==> config.mk <==
export PLATFORM = sky130hd
export DESIGN_NAME = btn_event
export DESIGN_NICKNAME = d
export VERILOG_FILES = /design/src/rtl/btn_event.sv
export SDC_FILE = /design/constraint.sdc
export NUM_CORES = 1
export LEC_CHECK = 0
export ABC_AREA = 1
export BUFFER_PORTS_ARGS = -buffer_cell sky130_fd_sc_hd__buf_2
export CORE_MARGIN = 4
export CORE_UTILIZATION = 56
export DETAILED_ROUTE_END_ITERATION = 7
export GPL_TIMING_DRIVEN = 0
export PLACE_DENSITY_LB_ADDON = 0.25
export SYNTH_ARGS = -nofsm -noshare
export SYNTH_HDL_FRONTEND = slang
export SYNTH_SLANG_ARGS = --single-unit
==> constraint.sdc <==
create_clock -name clk -period 2 [get_ports clk]
set_clock_uncertainty 0.15 [all_clocks]
set_input_delay 0.4 -clock clk [delete_from_list [all_inputs] [get_ports clk]]
set_output_delay 0.4 -clock clk [all_outputs]
set_load 0.05 [all_outputs]
==> src/rtl/btn_event.sv <==
// Turns a debounced button level into one-cycle press/release/short/long/repeat
// events plus a held level, with all timing counted in ms_tck ticks.
module btn_event #(
  parameter logic [9:0] LONG_MS   = 10'd1000,
  parameter logic [9:0] REPEAT_MS = 10'd200,
  parameter logic       ACT_LOW   = 1'b1
) (
  input  logic clk,
  input  logic rst,
  input  logic sig_in,
  input  logic ms_tck,
  output logic press,
  output logic release_evt,
  output logic short_press,
  output logic long_press,
  output logic rpt,
  output logic held
);

  typedef enum logic [1:0] {LOCK, IDLE, PRESSED, HOLD} state_t;

  localparam logic [9:0] LONG_END = LONG_MS - 10'd1;
  localparam logic [9:0] RPT_END  = REPEAT_MS - 10'd1;
  localparam logic       RPT_EN   = (REPEAT_MS != 10'd0);

  state_t     state;
  logic [9:0] cnt;
  logic       act;

  assign act = ACT_LOW ? ~sig_in : sig_in;

  // Release is checked before the tick so a dropping button never also fires long/rpt.
  always_ff @(posedge clk) begin
    if (!rst) begin
      state       <= LOCK;
      cnt         <= 10'd0;
      press       <= 1'b0;
      release_evt <= 1'b0;
      short_press <= 1'b0;
      long_press  <= 1'b0;
      rpt         <= 1'b0;
      held        <= 1'b0;
    end else begin
      press       <= 1'b0;
      release_evt <= 1'b0;
      short_press <= 1'b0;
      long_press  <= 1'b0;
      rpt         <= 1'b0;
      case (state)
        LOCK: begin
          held <= 1'b0;
          if (!act) state <= IDLE;
        end
        IDLE: begin
          held <= 1'b0;
          if (act) begin
            press <= 1'b1;
            held  <= 1'b1;
            cnt   <= 10'd0;
            state <= PRESSED;
          end
        end
        PRESSED: begin
          if (!act) begin
            release_evt <= 1'b1;
            short_press <= 1'b1;
            held        <= 1'b0;
            state       <= IDLE;
          end else if (ms_tck) begin
            if (cnt == LONG_END) begin
              long_press <= 1'b1;
              cnt        <= 10'd0;
              state      <= HOLD;
            end else begin
              cnt <= cnt + 10'd1;
            end
          end
        end
        HOLD: begin
          if (!act) begin
            release_evt <= 1'b1;
            held        <= 1'b0;
            state       <= IDLE;
          end else if (ms_tck && RPT_EN) begin
            // With repeat disabled the counter parks at zero instead of wrapping.
            if (cnt == RPT_END) begin
              rpt <= 1'b1;
              cnt <= 10'd0;
            end else begin
              cnt <= cnt + 10'd1;
            end
          end
        end
        default: begin
          held  <= 1'b0;
          state <= LOCK;
        end
      endcase
    end
  end

endmodule

==> summary.txt <==
Power and ir drop
  – Pleak: 0.481 nW
  – Comb power frac: roughly 34%
  – Switching share of power: 37.9%
  – Internal power: around 0.61 mW
  – Register share of total power: 42.8%
  – NetSw: 0.375 mW
  – Pwr/cell area: between 900 and 1000 mW/mm^2
  – Max IR drop VDD: ~0.0006 V
  – Clock power frac: 22.9%

Routing
  – DR vias: 878
  – Total routed wirelength: approximately 1.9 mm
  – Iter 0 DRT Violations: 21
  – DR vias/cell: 5.35
  – Routed Antenna Nets: 0
  – Drt pass-1 iters: 4
  – Wire per inst: 11.3 um
  – DR DRC count: 0

Synth
  – Adder-cell area share of the yosys netlist: 6.44%
  – Post-synthesis compound-gate area fraction: under 10%
  – Synth unique cells: 23
  – Synth Warn #: 0
  – Synth Area per Inst: 7.20 um^2
  – Cell count after synthesis: 135
  – Largest family of logic cells by synthesized area: simple AND/OR/NAND/NOR gates
  – Syn Nets: 144
  – Post-synthesis mux area share: 0%
  – #FFs+latches synth: 18
  – Post-Synth XOR/XNOR Area: 0.901%
  – Sequential share of the synthesized area: 37.1%
  – Post-Syn Area: around 1000 um^2
  – Post-synthesis simple-gate area fraction: 39.1%

Outcome
  – Status: finished, final reports clean

CTS
  – Hold-fix buffers, CTS: 0
  – Worst skew pair latency: a little under 300 ps
  – CTS Buf Count: 3
  – Clock buffer depth: 2
  – Worst-path clk slew: 110 ps
  – Sink Count: 18
  – Post-CTS setup buffers: 0
  – CTS tree: done
  – CTS resizes: 0
  – H-tree depth: 1
  – Clock Tree Root: clkbuf_4

Setup path
  – CP max FO: 10
  – Worst Reg-to-Reg Cells: 8
  – R2R Path Start: state[0]
  – Reg2reg end: cnt[1]
  – CP required: 2040 ps
  – Crit path to: cnt[1]
  – Worst reg-to-reg setup slack: 170 ps
  – CP startpoint: state[0]
  – Crit Path Category: flip-flop to flip-flop
  – Crit path DAT: 1870 ps
  – Startpoint types: flip-flop
  – CP Capture Type: flip-flop

Final layout
  – Layout area overhead: 10.4%
  – Design area: 0.00107 mm^2
  – Layout Nets: 158
  – Commonest non-fill, non-tap cell in the layout: nand2_1
  – Commonest cells after routing, fill and taps aside: nand2_1, inv_1, dfxtp_1, nor2_1, nand3_1
  – # diodes: 0
  – Post-Layout Cell Count: 164
  – Layout cells sized above 1: 18.2%

Flow run
  – Max-cap violation count: 0

Placement
  – Port Buffer Count: 9
  – Gpl congestion: 0.817
  – Pre-CTS WS: 201 ps
  – DP HPWL: 1.37 mm
  – Cell Area, Placed: 0.00104 mm^2
  – DP Cell Count: 160

Global route
  – Tot GR Track Use: between 10% and 20%
  – Largest net degree at the start of global routing: 11
  – Global route overflow: 0
  – Initial antenna violation count: 0
  – First-pass GRT wire length: between 3 and 4 mm
  – Vias in the first global route: between 700 and 800

Floorplanning
  – I/O pins: 10
  – Num rows: 14
  – Die H: 49.7 um
  – Initial core utilization: 61.7%
  – Die width: 49.7 um
  – Core Region: roughly 0.0016 mm^2
  – Die area: 0.00247 mm^2

Timing
  – Max transition margin: 77.5%
  – Slew Limit Fails: 0
  – Max frequency: 547 MHz
  – Tmin final: 1830 ps
  – RSZ-0062 raised after global routing: false
  – Endpoints failing setup: 0
  – Hold Vio Cnt, Final: 0
  – Setup_tns: 0 ps
  – Worst-Margin Slew: 334 ps
  – Setup ws final: between 150 and 200 ps
  – Crit share post-route: between 90% and 100%

Min path
  – Hold Crit Class: primary input to flip-flop
==> worst min path at each step <==
stage | cells after the start | start | slack, ps | endpoint
CTS | 3 | ms_tck | 230 | rpt
finish | 3 | ms_tck | 230 | rpt
global placement | 1 | held | 330 | held
detailed placement | 1 | held | 340 | held
floorplan | 2 | state[1] | 340 | state[1]
global route | 3 | ms_tck | 230 | rpt
==> power by group through the flow <==
stage	combinational, mW	sequential [mW]	clock, mW
final	0.339	0.423	0.227
after global routing	0.389	0.429	0.248
after CTS	0.341	0.424	0.231
after detailed placement	0.339	0.432	0
after global placement	0.326	0.428	0
after floorplan	0.242	0.459	0
==> synthesized netlist by cell type <==
cell type,instances,area share [%]
o21bai_1,2,1.5
nor2_1,17,6.6
nand3_4,2,3.6
nand2_4,1,1.2
inv_1,20,7.7
nand2_1,32,12
inv_6,1,0.90
o211a_1,1,1.0
nand4_1,2,1.3
xnor2_1,1,0.90
o211ai_1,1,0.77
nand2_2,1,0.64
nand3_1,11,5.7
ha_1,5,6.4
o21ai_2,1,0.90
nor3_1,3,1.5
nor2_2,7,4.5
a21oi_1,2,1.0
o21ai_0,3,1.5
or2_1,1,0.64
dfxtp_1,18,37
nor2_4,1,1.2
o21ai_1,2,1.0
==> worst max-delay path, stage by stage (launching register included) <==
cell,delay (ps)
dfxtp_1,420
inv_1,60
ha_1,270
o21ai_2,190
nand3_4,190
inv_6,150
nand3_4,100
nand2_4,130
nor2_1,50
==> registers in the layout, indices dropped and copies added (netlist names) <==
register / flops
cnt: 10
state: 2
held: 1
long_press: 1
press: 1
release_evt: 1
rpt: 1
short_press: 1
==> kinds of logic (layout without fill, tap and decap cells) <==
group / count (synthesis) / count (layout)
compound gates: 12 / 12
simple gates: 78 / 78
buf+inv: 21 / 34
flops: 18 / 18
fa+ha+maj: 5 / 5
xor+xnor: 1 / 1
==> per-stage QoR <==
| stage | hold WS [ps] | total power [mW] | utilization [%] |
|---|---|---|---|
| final | 234 | 0.989 | 68.1 |
| after global routing | 229 | 1.07 | 68.1 |
| after CTS | 228 | 0.996 | 68.1 |
| after detailed placement | 336 | 0.771 | 65.8 |
| after global placement | 329 | 0.754 | 65.8 |
| after floorplan | 341 | 0.701 | - |
==> final cells by class <==
class / instances / area (um^2)
Multi-Input combinational cell: 96 / 528
Fill cell: 148 / 503
Sequential cell: 18 / 360
Inverter: 21 / 83.8
Timing Repair Buffer: 9 / 45.0
Clock buffer: 4 / 36.3
Tap cell: 16 / 20.0
==> routing by layer <==
metal	up-vias	wire length [um]	part of all wire [%]	GRT usage, %
met1	392	842	45	21.4
met4	0	25	1.4	8.76
met5	-	0	0	0
li1	452	-	-	-
met2	29	885	48	28.0
met3	5	97	5.2	3.31
(Power assumes the default switching activity.)
